`config.mk`:
```
export PLATFORM = sky130hd
export DESIGN_NAME = reg_read_stage
export DESIGN_NICKNAME = d
export VERILOG_FILES = /design/src/rtl/reg_read_stage_pkg.sv /design/src/rtl/reg_read_stage_register_file.sv /design/src/rtl/reg_read_stage.sv
export SDC_FILE = /design/constraint.sdc
export NUM_CORES = 2
export LEC_CHECK = 0
export BUFFER_PORTS_ARGS = -buffer_cell sky130_fd_sc_hd__clkbuf_2
export CORE_MARGIN = 5
export CORE_UTILIZATION = 60
export CTS_CLUSTER_DIAMETER = 100
export DETAILED_ROUTE_END_ITERATION = 8
export PLACE_DENSITY_LB_ADDON = 0.3
export SLEW_MARGIN = 10
export SYNTH_ARGS = -nofsm -noshare
export SYNTH_HDL_FRONTEND = slang
export SYNTH_SLANG_ARGS = --single-unit
export TNS_END_PERCENT = 20
```
`constraint.sdc`:
```
create_clock -name clk -period 2.7 [get_ports clk]
set_input_delay 0.135 -clock clk [delete_from_list [all_inputs] [get_ports clk]]
set_output_delay 0.135 -clock clk [all_outputs]
set_load 0.03 [all_outputs]
```
`src/rtl/reg_read_stage_pkg.sv`:
```
// reg_read_stage_pkg: shared widths, index/data types and the ID/EX boundary record.
package reg_read_stage_pkg;
  localparam int XLEN       = 32;
  localparam int REG_ADDR_W = 5;
  localparam int NUM_REGS   = 32;

  typedef logic [REG_ADDR_W-1:0] reg_idx_t;
  typedef logic [XLEN-1:0]       xlen_t;

  typedef struct packed {
    logic     valid;
    reg_idx_t rs1;
    reg_idx_t rs2;
    reg_idx_t rd;
    logic     reg_write;
    xlen_t    rs1_data;
    xlen_t    rs2_data;
  } id_ex_t;

  // Combinational read with x0 hardwired to zero and same-cycle writeback bypass.
  function automatic xlen_t bypass_read(reg_idx_t idx, logic we, reg_idx_t wr, xlen_t wd, xlen_t stored);
    return (idx == '0) ? '0 : (we && wr == idx) ? wd : stored;
  endfunction
endpackage

```
`src/rtl/reg_read_stage_register_file.sv`:
```
// register_file: 32 x XLEN integer registers, two bypassed combinational reads, one write port.
module register_file
  import reg_read_stage_pkg::*;
(
  input  logic     clk,
  input  logic     rst_n,
  input  logic     i_we,
  input  reg_idx_t i_waddr,
  input  xlen_t    i_wdata,
  input  reg_idx_t i_raddr1,
  input  reg_idx_t i_raddr2,
  output xlen_t    o_rdata1,
  output xlen_t    o_rdata2
);
  xlen_t r_regs [NUM_REGS];

  always_ff @(posedge clk or negedge rst_n) begin
    if (!rst_n) begin
      for (int i = 0; i < NUM_REGS; i++) r_regs[i] <= '0;
    end else if (i_we && i_waddr != '0) begin
      r_regs[i_waddr] <= i_wdata;
    end
  end

  assign o_rdata1 = bypass_read(i_raddr1, i_we, i_waddr, i_wdata, r_regs[i_raddr1]);
  assign o_rdata2 = bypass_read(i_raddr2, i_we, i_waddr, i_wdata, r_regs[i_raddr2]);
endmodule

```
`src/rtl/reg_read_stage.sv`:
```
// reg_read_stage: register-read stage owning the register file and the ID/EX pipeline register
// with flush > stall > load priority and writeback refresh of stalled operands.
module reg_read_stage
  import reg_read_stage_pkg::*;
(
  input  logic     clk,
  input  logic     rst_n,
  input  logic     id_valid,
  output logic     id_ready,
  input  reg_idx_t id_rs1,
  input  reg_idx_t id_rs2,
  input  reg_idx_t id_rd,
  input  logic     id_reg_write,
  input  logic     stall,
  input  logic     flush,
  input  logic     wb_we,
  input  reg_idx_t wb_rd,
  input  xlen_t    wb_data,
  output logic     ex_valid,
  output reg_idx_t ex_rs1,
  output reg_idx_t ex_rs2,
  output reg_idx_t ex_rd,
  output logic     ex_reg_write,
  output xlen_t    ex_rs1_data,
  output xlen_t    ex_rs2_data
);
  xlen_t  w_rdata1;
  xlen_t  w_rdata2;
  logic   w_wb_live;
  id_ex_t r_ex;

  register_file u_rf (
    .clk      (clk),
    .rst_n    (rst_n),
    .i_we     (wb_we),
    .i_waddr  (wb_rd),
    .i_wdata  (wb_data),
    .i_raddr1 (id_rs1),
    .i_raddr2 (id_rs2),
    .o_rdata1 (w_rdata1),
    .o_rdata2 (w_rdata2)
  );

  assign w_wb_live = wb_we && wb_rd != '0;

  always_ff @(posedge clk or negedge rst_n) begin
    if (!rst_n) begin
      r_ex <= '0;
    end else if (flush) begin
      r_ex.valid     <= 1'b0;
      r_ex.reg_write <= 1'b0;
    end else if (stall) begin
      // A held entry must not keep a stale operand that writeback just produced.
      if (w_wb_live && wb_rd == r_ex.rs1) r_ex.rs1_data <= wb_data;
      if (w_wb_live && wb_rd == r_ex.rs2) r_ex.rs2_data <= wb_data;
    end else begin
      r_ex <= '{valid: id_valid, rs1: id_rs1, rs2: id_rs2, rd: id_rd,
                reg_write: id_valid && id_reg_write, rs1_data: w_rdata1, rs2_data: w_rdata2};
    end
  end

  assign id_ready     = !stall;
  assign ex_valid     = r_ex.valid;
  assign ex_rs1       = r_ex.rs1;
  assign ex_rs2       = r_ex.rs2;
  assign ex_rd        = r_ex.rd;
  assign ex_reg_write = r_ex.reg_write;
  assign ex_rs1_data  = r_ex.rs1_data;
  assign ex_rs2_data  = r_ex.rs2_data;
endmodule
```
==> run_results.csv <==
group,metric,value,unit
synth,syn_avg_cell_area,14.12,um2
clock_network,post-cts-setup-buffers,0,
finish,multi_input_area,29820,um2
synth,synth_fp_nets,4259,
synth,yosysTopAreaCell,"dfrtp_1",
sta,setup_viol,0,
sta,worst-slew-pin-transition,0.9044,ns
setup_path,arrival,2.92,ns
sta,finalSetupTns,0,ns
clock_network,root_buffer,"clkbuf_16",
synth,yosysSeqAreaShare,46.64,%
clock_network,cts_tree,"built",
synth,synth_edf_count,0,
synth,ys_ff_latch,1105,
routing,wl_per_cell,33.09,um
placed_design,port_buffers,140,
floorplan,ios,141,
clock_network,worstSkewPairLatency,0.72,ns
routing,ant_nets,0,
clock_network,cts.sinks,1105,
sta,period_minus_slack,2.343,ns
routing,vias,40859,
sta,drv_slew,0,
finish,area_growth,12.53,%
global_routing,grt_max_degree,147,
finish,final_common_cell,"mux2_2",
synth,async_flop_share,100.0,%
power_and_ir_drop,ir_drop,0.5618,mV
synth,synthCells,4200,
synth,synth_area,59290,um2
sta,post-route-period-util,86.76,%
synth,synth_top_area_share,46.64,%
floorplan,core_area,98280,um2
synth,yosysUniqueCellTypes,48,
setup_path,critPathBufInv,1,
floorplan,die_h,324.4,um
placed_design,place_area,62540,um2
status,outcome,"finished, final reports clean",
clock_network,cts_hold_buf,15,
synth,synth-main-ff-cell,"dfrtp_1",
clock_network,clockBufferDepth,3,
setup_path,cp-start-kind,"flop",
global_routing,track_usage,34.90,%
routing,drtPass1Iterations,8,
clock_network,clk_pin_slew_worst_paths,0.06,ns
floorplan,die_area,105200,um2
finish,postLayoutCellArea,66720,um2
routing,drt-vias-per-instance,7.275,
sta,hold_viol,0,
sta,fmax,426.9,MHz
clock_network,htreeDepth,3,
synth,yosys_warnings,0,
routing,drc,0,
setup_path,worstPathCellList,"xor2_1 -> o41a_2 -> or2_2 -> buf_12 -> a221o_1",
sta,slew_headroom,39.71,%
setup_path,worstSetupEndpointType,"flop",
setup_path,cp_slowest_cell,"o41a_2",
routing,first_iter_violations,4609,
finish,nFillCells,6663,
setup_path,worstSetupPathType,"flop to flop",
setup_path,slowest_delay,0.53,ns
flow_run,maxCapViolCount,0,
min_path,worst_hold_path_type,"primary input to flop",
clock_network,cts_resized,0,
sta,fin_skew,0.03042,ns
power_and_ir_drop,cellPowerDensity,741.9,nW/um2
finish,drive_gt1_share,50.91,%
finish,layout_common_cells,"mux2_2, dfrtp_1, mux4_2",
global_routing,grt_pass1_vias,41701,
placed_design,dp_hpwl,111800,um
global_routing,grt_pass1_wl,277800,um
clock_network,cts_buffers,116,
floorplan,die_x,324.4,um
setup_path,worst-path-max-fanout,15,
sta,fin_hold_ws,0.09137,ns
global_routing,antenna_found_initial,6,
setup_path,crit_family,"compound AO/OA/AOI/OAI gates",
floorplan,rows,115,
synth,synthTopCellsByArea,"dfrtp_1, mux2_2, mux4_2",
finish,ff_latch_area,27650,um2
finish,nets,4285,
sta,rsz0062_at_grt,"no",
floorplan,start_util,60.33,%
setup_path,critPathRequiredTime,3.28,ns
routing,routed_wl,185800,um
placed_design,gp_congestion,0.9213,
global_routing,grt_remaining_overflow,0,
power_and_ir_drop,power_leakage,29.15,nW
Yosys cell counts, types with 3 or more instances:
library cell  count
nand2b_1          3
buf_1            50
inv_1             4
o21ai_0          95
o21ai_1           4
a211oi_1         65
buf_2           112
nand4b_1          3
a21oi_1          32
nand3_1           5
a2111oi_0        32
o22ai_1          63
o41a_1            3
or2_2             3
xnor2_1          16
dfrtp_1        1105
mux2i_1         222
a221o_1          32
nand3b_1          4
o211ai_1         33
buf_6             8
mux4_2          385
nor3_1           34
or3_1            32
nor3b_1           3
o32ai_1          62
nand2_1          53
xor2_1            4
o32a_1           31
nor2_1           80
buf_4            10
clkbuf_1        301
mux2_2         1198
nor2b_1          96
cell type report:
| class | count | share of cell area, % |
|---|---|---|
| antenna | 4 | 0.01500 |
| clock buffer | 165 | 5.078 |
| clock inverter | 52 | 0.9470 |
| inverter | 4 | 0.02625 |
| multi-input combinational | 2610 | 44.69 |
| sequential | 1105 | 41.44 |
| tap | 1287 | 2.413 |
| timing repair buffer | 389 | 5.388 |
sequential cells by signal, summed over array words and instances, names as in the netlist:
name	count
ex_rd	5
u_rf.r_regs	1024
ex_rs2	5
ex_rs2_data	32
ex_valid	1
ex_rs1	5
ex_reg_write	1
ex_rs1_data	32
through the flow:
| stage | worst slack, ns | instances | power, W | util, % |
|---|---|---|---|---|
| 2_1_floorplan | 0.5645 | 4200 | 0.02921 | - |
| 3_3_place_gp | 0.2847 | 5380 | 0.03213 | 63.64 |
| 3_5_place_dp | 0.2567 | 5380 | 0.03262 | 63.64 |
| 4_1_cts | 0.3999 | 5612 | 0.04943 | 67.88 |
| 5_1_grt | 0.3630 | 5613 | 0.05130 | 67.88 |
| 6_report | 0.3574 | 5616 | 0.04950 | 67.89 |
cell families after synthesis:
kind of cell	share of synthesized area, %
simple gates	2.824
xor+xnor	0.2954
mux	41.14
buf+inv	3.471
flops	46.64
compound gates	5.628
path summary, 6_finish.rpt:
check / startpoint / to / slack [ns] / cells after the start
worst max-delay path: ex_rs2[2] / ex_rs2_data[26] / 0.36 / 5
worst min-delay path: wb_data[31] / u_rf.r_regs[927] / 0.09 / 2
worst max register to register: ex_rs2[2] / ex_rs2_data[26] / 0.36 / 5
worst min register to register: u_rf.r_regs[1021] / u_rf.r_regs[1021] / 0.39 / 0
max in group asynchronous: rst_n / ex_rs1_data[6] / 1.31 / 3
min in group asynchronous: rst_n / u_rf.r_regs[252] / 0.16 / 3
metal layers:
metal  global-route usage [%]  routed length [um]  vias up
met5                        0                  25        -
met4                    16.80               10520        4
met3                    10.25               21610      642
met2                    52.17               83120     2584
met1                    47.54               70550    21432
li1                         -                   -    16197
power by group:
group | internal [W] | switching, W | total, W
combinational | 0.00595 | 0.00449 | 0.0104
clock | 0.00995 | 0.00690 | 0.0169
sequential | 0.0197 | 0.00254 | 0.0222
Note: power is estimated with default switching activity, not from simulation.
